==> config.mk <==
export PLATFORM = sky130hd
export DESIGN_NAME = muldiv_unit
export DESIGN_NICKNAME = d
export VERILOG_FILES = /design/src/rtl/muldiv_unit_pkg.sv /design/src/rtl/muldiv_iter_core.sv /design/src/rtl/muldiv_unit.sv
export SDC_FILE = /design/constraint.sdc
export NUM_CORES = 1
export LEC_CHECK = 0
export BUFFER_PORTS_ARGS = -buffer_cell sky130_fd_sc_hd__buf_2
export CAP_MARGIN = 20
export CORE_ASPECT_RATIO = 1.5
export CORE_MARGIN = 5
export CORE_UTILIZATION = 29
export CTS_CLUSTER_SIZE = 10
export DETAILED_ROUTE_END_ITERATION = 10
export PLACE_DENSITY_LB_ADDON = 0.1
export SYNTH_ARGS = -nofsm -noshare
export SYNTH_HDL_FRONTEND = slang
export SYNTH_SLANG_ARGS = --single-unit
export TNS_END_PERCENT = 50
==> constraint.sdc <==
create_clock -name clk -period 5 [get_ports clk]
set_input_delay 0.75 -clock clk [delete_from_list [all_inputs] [get_ports clk]]
set_output_delay 0.75 -clock clk [all_outputs]
set_load 0.05 [all_outputs]
==> src/rtl/muldiv_unit_pkg.sv <==
// Shared constants, state encoding and operation decode helpers for the
// iterative multiply/divide unit.
package muldiv_unit_pkg;

   localparam int WORD_WIDTH_DEFAULT = 32;

   // Operation select codes; every other code is treated as "no operation".
   localparam logic [2:0] MDOP_MULT  = 3'b001;
   localparam logic [2:0] MDOP_MULTU = 3'b010;
   localparam logic [2:0] MDOP_DIV   = 3'b011;
   localparam logic [2:0] MDOP_DIVU  = 3'b100;

   typedef enum logic [1:0] {
      ST_IDLE = 2'd0,
      ST_CALC = 2'd1,
      ST_FIX  = 2'd2
   } md_state_e;

   function automatic logic op_valid(input logic [2:0] op);
      return (op == MDOP_MULT) || (op == MDOP_MULTU) ||
             (op == MDOP_DIV)  || (op == MDOP_DIVU);
   endfunction

   function automatic logic op_is_div(input logic [2:0] op);
      return (op == MDOP_DIV) || (op == MDOP_DIVU);
   endfunction

   function automatic logic op_is_signed(input logic [2:0] op);
      return (op == MDOP_MULT) || (op == MDOP_DIV);
   endfunction

endpackage

==> src/rtl/muldiv_iter_core.sv <==
// Single iteration of the multiply/divide datapath on a 2W-bit accumulator.
// Multiply: the low half holds the not-yet-consumed multiplier bits and the
// high half the running partial product (shift-add, LSB first).
// Divide: the high half is the partial remainder and quotient bits are shifted
// into the low half (restoring shift-subtract).
module muldiv_iter_core #(
   parameter int WORD_WIDTH = 32
) (
   input  logic                    is_div,
   input  logic [2*WORD_WIDTH-1:0] acc,
   input  logic [WORD_WIDTH-1:0]   operand,
   output logic [2*WORD_WIDTH-1:0] acc_next
);

   logic [WORD_WIDTH:0]   sum;
   logic [WORD_WIDTH:0]   partial;
   logic [WORD_WIDTH-1:0] diff;
   logic                  fits;

   // One step: the shifted partial remainder can carry one bit past W, so the
   // trial subtract compares on W+1 bits; the difference itself always fits W.
   always_comb begin
      sum      = {1'b0, acc[2*WORD_WIDTH-1:WORD_WIDTH]} + {1'b0, operand};
      partial  = acc[2*WORD_WIDTH-1:WORD_WIDTH-1];
      diff     = partial[WORD_WIDTH-1:0] - operand;
      fits     = (partial >= {1'b0, operand});
      acc_next = acc;
      if (is_div) begin
         if (fits) begin
            acc_next = {diff, acc[WORD_WIDTH-2:0], 1'b1};
         end else begin
            acc_next = {partial[WORD_WIDTH-1:0], acc[WORD_WIDTH-2:0], 1'b0};
         end
      end else if (acc[0]) begin
         acc_next = {sum, acc[WORD_WIDTH-1:1]};
      end else begin
         acc_next = {1'b0, acc[2*WORD_WIDTH-1:1]};
      end
   end

endmodule

==> src/rtl/muldiv_unit.sv <==
// Iterative multiply/divide unit with architectural HI/LO registers.
// Operands are reduced to magnitudes at launch, iterated for WORD_WIDTH cycles,
// then signs and special cases are applied in a single FIX cycle.
module muldiv_unit
   import muldiv_unit_pkg::*;
#(
   parameter int WORD_WIDTH = WORD_WIDTH_DEFAULT
) (
   input  logic                  clk,
   input  logic                  rst,
   input  logic                  start,
   input  logic [2:0]            MDOp,
   input  logic [WORD_WIDTH-1:0] inA,
   input  logic [WORD_WIDTH-1:0] inB,
   input  logic                  cancel,
   input  logic                  mthi,
   input  logic                  mtlo,
   input  logic [WORD_WIDTH-1:0] wdata,
   output logic                  busy,
   output logic                  done,
   output logic [WORD_WIDTH-1:0] hi,
   output logic [WORD_WIDTH-1:0] lo
);

   localparam int CNT_W = $clog2(WORD_WIDTH);
   localparam logic [CNT_W-1:0] LAST_COUNT = CNT_W'(WORD_WIDTH - 1);

   md_state_e state;
   md_state_e state_next;

   logic [CNT_W-1:0]        count;
   logic [2*WORD_WIDTH-1:0] acc;
   logic [2*WORD_WIDTH-1:0] acc_next;
   logic [WORD_WIDTH-1:0]   operand;
   logic [WORD_WIDTH-1:0]   dividend_raw;
   logic                    is_div;
   logic                    neg_res;
   logic                    neg_rem;
   logic                    div_zero;

   logic                    start_ok;
   logic                    a_neg;
   logic                    b_neg;
   logic [WORD_WIDTH-1:0]   a_mag;
   logic [WORD_WIDTH-1:0]   b_mag;

   logic [2*WORD_WIDTH-1:0] prod_fix;
   logic [WORD_WIDTH-1:0]   quot;
   logic [WORD_WIDTH-1:0]   rem;
   logic [WORD_WIDTH-1:0]   res_hi;
   logic [WORD_WIDTH-1:0]   res_lo;

   assign busy = (state != ST_IDLE);

   muldiv_iter_core #(
      .WORD_WIDTH(WORD_WIDTH)
   ) u_core (
      .is_div   (is_div),
      .acc      (acc),
      .operand  (operand),
      .acc_next (acc_next)
   );

   // Launch decode: accept only in IDLE with a valid op; signed ops use magnitudes.
   always_comb begin
      start_ok = (state == ST_IDLE) && start && op_valid(MDOp);
      a_neg    = op_is_signed(MDOp) && inA[WORD_WIDTH-1];
      b_neg    = op_is_signed(MDOp) && inB[WORD_WIDTH-1];
      a_mag    = a_neg ? (~inA + 1'b1) : inA;
      b_mag    = b_neg ? (~inB + 1'b1) : inB;
   end

   // State register.
   always_ff @(posedge clk) begin
      if (rst) begin
         state <= ST_IDLE;
      end else begin
         state <= state_next;
      end
   end

   // Next-state logic; cancel beats both the last CALC step and FIX completion.
   always_comb begin
      state_next = state;
      case (state)
         ST_IDLE: begin
            if (start_ok) begin
               state_next = ST_CALC;
            end
         end
         ST_CALC: begin
            if (cancel) begin
               state_next = ST_IDLE;
            end else if (count == LAST_COUNT) begin
               state_next = ST_FIX;
            end
         end
         ST_FIX: begin
            state_next = ST_IDLE;
         end
         default: begin
            state_next = ST_IDLE;
         end
      endcase
   end

   // Operand latch at launch, then one datapath step per CALC cycle.
   always_ff @(posedge clk) begin
      if (rst) begin
         count        <= '0;
         acc          <= '0;
         operand      <= '0;
         dividend_raw <= '0;
         is_div       <= 1'b0;
         neg_res      <= 1'b0;
         neg_rem      <= 1'b0;
         div_zero     <= 1'b0;
      end else if (start_ok) begin
         count        <= '0;
         acc          <= op_is_div(MDOp) ? {{WORD_WIDTH{1'b0}}, a_mag}
                                         : {{WORD_WIDTH{1'b0}}, b_mag};
         operand      <= op_is_div(MDOp) ? b_mag : a_mag;
         dividend_raw <= inA;
         is_div       <= op_is_div(MDOp);
         neg_res      <= a_neg ^ b_neg;
         neg_rem      <= a_neg;
         div_zero     <= (inB == '0);
      end else if ((state == ST_CALC) && !cancel) begin
         acc   <= acc_next;
         count <= (count == LAST_COUNT) ? '0 : count + 1'b1;
      end else begin
         count <= '0;
      end
   end

   // Sign fix-up and special cases; division by zero overrides the iterated result.
   always_comb begin
      prod_fix = neg_res ? (~acc + 1'b1) : acc;
      quot     = acc[WORD_WIDTH-1:0];
      rem      = acc[2*WORD_WIDTH-1:WORD_WIDTH];
      if (neg_res) begin
         quot = ~quot + 1'b1;
      end
      if (neg_rem) begin
         rem = ~rem + 1'b1;
      end
      if (div_zero) begin
         quot = '1;
         rem  = dividend_raw;
      end
      res_hi = is_div ? rem  : prod_fix[2*WORD_WIDTH-1:WORD_WIDTH];
      res_lo = is_div ? quot : prod_fix[WORD_WIDTH-1:0];
   end

   // HI/LO and done: results land on the FIX edge; mt* writes only when idle and not launching.
   always_ff @(posedge clk) begin
      if (rst) begin
         hi   <= '0;
         lo   <= '0;
         done <= 1'b0;
      end else begin
         done <= (state == ST_FIX) && !cancel;
         if ((state == ST_FIX) && !cancel) begin
            hi <= res_hi;
            lo <= res_lo;
         end else if ((state == ST_IDLE) && !start_ok) begin
            if (mthi) begin
               hi <= wdata;
            end
            if (mtlo) begin
               lo <= wdata;
            end
         end
      end
   end

endmodule

== Word-level counts from Yosys, hierarchy flattened ==
Index checks and enable logic that the tools add are counted.

* Word-level logic and storage cells: 88
* Flip-flop bits (word level): 204
* Output and inout port bits: 66
* Bits of input ports: 105

* Mux-type cells: 26
* Reduce and logical (&&, ||, !) cells: 25
* Bitwise gates (word level): 7
* Equality and inequality tests: 9
* $lt $le $gt $ge: 1
* $add $sub $neg: 8

{| class="wikitable"
|+ Operators by type and width
! kind !! count
|-
| 32-bit two-way mux || 16
|-
| 64-bit two-way mux || 6
|-
| 32-bit by 1-bit adder with 32-bit output (second input constant) || 4
|-
| 32-bit NOT || 4
|-
| 64-bit by 1-bit adder with 64-bit output (second input constant) || 1
|-
| 64-bit NOT || 1
|-
| 32-bit by 32-bit adder with 33-bit output || 1
|-
| 33-bit by 32-bit >= comparator with 1-bit output || 1
|-
| 32-bit zero test || 1
|-
| 32-bit subtractor || 1
|-
| 2-bit nonzero test || 5
|-
| 1-bit logical AND || 7
|-
| 3-bit by 2-bit == test with 1-bit output (second input constant) || 2
|-
| 2-bit two-way mux || 3
|-
| 2-bit AND reduction || 3
|-
| 5-bit by 1-bit adder with 5-bit output (second input constant) || 1
|-
| 5-bit == test (second input constant) || 1
|-
| 1-bit logical OR || 5
|-
| 2-bit case mux with 2 select lines || 1
|-
| 4-bit OR reduction || 1
|-
| 3-bit by 1-bit == test with 1-bit output (second input constant) || 1
|-
| 3-bit == test (second input constant) || 1
|-
| 3-bit != test (second input constant) || 1
|-
| 2-bit by 1-bit == test with 1-bit output (second input constant) || 1
|-
| 6 further kinds || 7
|}

== Depth between registers and ports, before layout ==
* Depth after elaboration: 9
* Depth in mapped cells: 13
* Gate-level depth less buffers: 13

== Modules after synthesis ==
A second synthesis with hierarchy kept.

* Cell total of the unflattened synthesis: 2359
* Area, all modules: 17448.0 um^2

{| class="wikitable"
|+ Modules (own cells, without submodules)
! module !! cells each !! instances !! seq. area each (um^2) !! area each (um^2)
|-
| muldiv_unit || 1647 || 1 || 4083.9 || 12687.2
|-
| muldiv_iter_core || 712 || 1 || 0.0 || 4760.8
|}

== Least setup slack after synthesis ==
No wires, ideal clock.

* Path type: register to register
* From: register acc[32]
* To: register hi[30]
* Cell stages (with the launch flop): 13
* Slack: 1804 ps
* Buffers on the path: 1
* Setup time: 134 ps
* Data required time: 4866 ps
* Period minus slack after synthesis: 3196 ps
* Arrival: 3062 ps
* Path through: dfxtp_1 clkbuf_1 inv_1 ha_1 or3b_4 or4_4 nor4_4 or4b_4 o21ai_1 xor2_1 a21oi_1 a211oi_2 a211oi_1

* Longest elaborated chain between the ends: 6
* Elaborated cells between the ends (all ways): 9
* Classes of those cells: add/sub (2); mux (5); bitwise (2)

{| class="wikitable"
|+ RTL lines
! element !! RTL line !! RTL
|-
| start, declared || muldiv_unit.sv:32 || <nowiki>logic [2*WORD_WIDTH-1:0] acc;</nowiki>
|-
| start signal, assigned || muldiv_unit.sv:120 || <nowiki>acc <= op_is_div(MDOp) ? {{WORD_WIDTH{1'b0}}, a_mag}</nowiki>
|-
| start signal, assigned || muldiv_unit.sv:129 || <nowiki>acc <= acc_next;</nowiki>
|-
| 32-bit NOT || muldiv_unit.sv:145 || <nowiki>rem = ~rem + 1'b1;</nowiki>
|-
| 32-bit by 1-bit adder with 32-bit output || muldiv_unit.sv:145 ||
|-
| 32-bit two-way mux || muldiv_unit.sv:144 || <nowiki>if (neg_rem) begin</nowiki>
|-
| 32-bit two-way mux || muldiv_unit.sv:147 || <nowiki>if (div_zero) begin</nowiki>
|-
| 32-bit two-way mux (*) || muldiv_unit.sv:151 || <nowiki>res_hi = is_div ? rem : prod_fix[2*WORD_WIDTH-1:WORD_WIDTH];</nowiki>
|-
| 32-bit two-way mux (*) || muldiv_unit.sv:163 || <nowiki>if ((state == ST_FIX) && !cancel) begin</nowiki>
|-
| end signal, assigned || muldiv_unit.sv:164 || <nowiki>hi <= res_hi;</nowiki>
|-
| end signal, assigned || muldiv_unit.sv:168 || <nowiki>hi <= wdata;</nowiki>
|-
| end, declared || muldiv_unit.sv:21 || <nowiki>output logic [WORD_WIDTH-1:0] hi,</nowiki>
|}

Mark *: on every way between the ends. The rest lies on a longest branch, timed or not.
A chain may end at the register's enable or synchronous reset.

== Worst setup path in the final report ==
* From: register acc[51]
* To: register acc[47]

* Longest elaborated chain between the ends: 5

{| class="wikitable"
|+ RTL lines
! element !! RTL line !! RTL
|-
| 33-bit by 32-bit >= comparator with 1-bit output || muldiv_iter_core.sv:26 || <nowiki>fits = (partial >= {1'b0, operand});</nowiki>
|-
| 64-bit two-way mux || muldiv_iter_core.sv:29 || <nowiki>if (fits) begin</nowiki>
|-
| 64-bit two-way mux || muldiv_iter_core.sv:28 || <nowiki>if (is_div) begin</nowiki>
|-
| 64-bit two-way mux || muldiv_unit.sv:128 || <nowiki>end else if ((state == ST_CALC) && !cancel) begin</nowiki>
|-
| 64-bit two-way mux || muldiv_unit.sv:118 || <nowiki>end else if (start_ok) begin</nowiki>
|}

Every way passes these cells. The select of a mux whose other input is x is not followed.

==> results_dict.tcl <==
set metrics [dict create \
    outcome "finished, final reports clean" \
    clkPwrFrac_pct 32.8 \
    insertion_delay_ps 550 \
    whs_endpoint "dividend_raw[29]" \
    ctsResizeCount 0 \
    crit_required_ps 5430 \
    post-route-min-period_ps 3970 \
    r2r_setup_slack_ps 1030 \
    antenna_found_initial 5 \
    cts_root_buf "clkbuf_16" \
    initial_core_util_pct 29.2 \
    hold_path.class "flip-flop to flip-flop" \
    clk_path_buf_depth 3 \
    p_int_mw 3.28 \
    power_frac_seq_pct 35.8 \
    placedCellCount 3073 \
    avgSynthCellArea_um2 7.57 \
    synth_area_um2 17200 \
    synth-async-reset-ratio_pct 0 \
    p_comb_share_pct 31.4 \
    netlist-cell-type-count 89 \
    ant_nets 0 \
    rr_startpoint "acc[51]" \
    fin_area_um2 19200 \
    place.gp.congestion 0.924 \
    drc 0 \
    peakVddDrop_mv 0.236 \
    die-area_um2 64400 \
    ys_warn_count 0 \
    fin_util_pct 32.6 \
    slew_headroom_pct 25.6 \
    grt_pass1_vias 16700 \
    arrival_ps 4400 \
    cap_violations 0 \
    holdCritStartpoint "dividend_raw[29]" \
    synth-seq-cells 204 \
    cts_num_sinks 204 \
    die_h_um 308 \
    worst_setup_path_start_kind "flip-flop" \
    rows 109 \
    fill_cells 6400 \
    area.growth.synth_to_final_pct 11.6 \
    yosysTopAreaCellShare_pct 23.8 \
    fin_cells 3112 \
    dr.first_iter.drc_count 1452 \
    crit_fanout 27 \
    routed_wl_um 78200 \
    fin_tns_setup_ps 0 \
    hold_path_depth 2 \
    yosysMostFrequentCell "nand2_1" \
    coreArea_um2 58900 \
    postPlaceCellArea_um2 18500 \
    setup_viol 0 \
    die_x_um 209 \
    criticalPathCategory "flip-flop to flip-flop" \
    vias 17300 \
    synth_area_leaders "dfxtp_1 (24%), nand2_1 (6.8%), mux2i_1 (6.6%)" \
    hold_viol 0 \
    grt_usage_pct 23.0 \
    synth_commonest_cells "nand2_1 (312), a21oi_1 (223), dfxtp_1 (204)" \
    synth_cells 2272 \
    ctsHoldBuffers 0 \
    cellLeakagePower_nw 7.74 \
    globalRouteOverflowTotal 0 \
    tightest_slew_ps 1120 \
    grt_max_degree 92 \
    hpwl_um 61300 \
    cp-end-kind "flip-flop" \
    finClkSkew_ps 16.8 \
    path_clk_slew_ps 50 \
    synth_area_leader_cell "dfxtp_1" \
    viasPerCell 5.57 \
    yosysSeqAreaShare_pct 23.8 \
    wl_per_cell_um 25.1 \
    drt_pass1_iterations 6 \
    switching_share_pct 37.9 \
    cts_max_level 1 \
    io_pins 171 \
    worstRegToRegCells 10 \
    finalNetCount 2500 \
    cts_tree "built" \
    synth_flop_cell "dfxtp_1" \
    finalCritPeriodShare_pct 79.3 \
    grt_pass1_wl_um 113000 \
    rsz0062_at_grt "false" \
    power.density_nw_per_um2 275 \
    cts_buffers 25 \
    rr_endpoint "acc[47]" \
    cts_setup_buffers 0 \
    max_clock_freq_mhz 252 \
    port_buffers 170 \
    drv_slew 0 \
    syn-num-nets 2449 \
    drive_gt1_share_pct 12.9 \
    synth-edff-count 0 \
    p_sw_mw 2.00 \
]
-- per-layer routing --
layer | up-vias | wire length (um) | part of all wire [%] | track usage [%]
met2 | 538 | 38000 | 49 | 40.3
met1 | 8284 | 30800 | 39 | 26.9
met5 | - | 27 | 0.035 | 0
met4 | 4 | 5880 | 7.5 | 14.0
met3 | 154 | 3530 | 4.5 | 2.63
li1 | 8351 | - | - | -
-- logic make-up (layout without fill, tap and decap cells) --
family | Yosys count | in the layout | synth area share, %
adders and majority gates | 72 | 72 | 5.33
DFF | 204 | 204 | 23.8
other | 0 | 3 | 0
and+or+nand+nor | 714 | 714 | 19.6
xor gates and xnor gates | 198 | 198 | 10.1
buffers and inverters | 255 | 315 | 6.82
muxes | 130 | 130 | 7.68
AOI/OAI and AO/OA | 699 | 699 | 26.8
-- how the worst max path moves through the flow --
stage | from | endpoint | slack [ps]
final | acc[51] | acc[47] | 1030
after global placement | acc[51] | acc[47] | 1120
after detailed placement | acc[51] | acc[47] | 1090
after floorplan | acc[32] | hi[30] | 1800
after global routing | acc[32] | acc[47] | 740
after CTS | acc[51] | acc[47] | 1060
-- cells in the final DEF, fill, tap and decap left out, types with 17 or more instances in the layout --
cell type,synthesis,layout
a211oi_1,57,57
a21o_1,32,32
a21oi_1,223,222
a221oi_1,51,51
buf_2,4,169
buf_4,1,42
clkbuf_16,0,25
dfxtp_1,204,201
ha_1,70,70
inv_1,65,65
mux2i_1,114,114
nand2_1,312,311
nand3_1,35,34
nor2_1,146,146
nor2b_1,17,17
nor3_1,46,45
nor4_1,23,23
o211ai_1,79,79
o21ai_0,106,106
o31ai_1,31,31
xnor2_1,96,96
xor2_1,102,102
-- critical path, stage by stage (launching register included) --
cell      delay, ps
dfxtp_1         680
ha_1            380
a21o_1          230
a211o_1         310
o22a_1          160
a221o_1         380
o2111a_1        320
nor2_4          660
buf_4           310
o211ai_1        120
a32o_1          290
-- stage by stage --
stage | hold slack (ps) | setup WS (ps) | total power, mW
after detailed placement | 443 | 1090 | 3.58
after global routing | 483 | 745 | 5.52
after global placement | 442 | 1120 | 3.57
after floorplan | 433 | 1800 | 2.99
final | 450 | 1030 | 5.27
after CTS | 451 | 1060 | 5.31
-- flip-flops by register name, summed over array words and instances (netlist names) --
name	cells
operand	32
is_div	1
hi	32
state	2
acc	64
neg_rem	1
count	5
dividend_raw	32
neg_res	1
lo	32
div_zero	1
done	1
-- power groups by stage --
stage               logic, mW  registers (mW)  clock network (mW)
floorplan                1.05            1.94                   0
detailed placement       1.65            1.93                   0
finish                   1.65            1.89                1.73
global placement         1.65            1.93                   0
CTS                      1.66            1.89                1.77
global route             1.79            1.90                1.83
-- cell type report --
| cell class | instances | area (um^2) | area share [%] |
|---|---|---|---|
| diodes | 3 | 7.51 | 0.0391 |
| clock buffers | 33 | 676 | 3.52 |
| clock inverters | 3 | 43.8 | 0.228 |
| inverters | 67 | 251 | 1.31 |
| multi-input cells | 1813 | 12000 | 62.4 |
| flip-flops and latches | 204 | 4090 | 21.3 |
| well taps | 777 | 972 | 5.06 |
| repair buffers | 212 | 1170 | 6.11 |
Power figures use the tool's default switching activity.
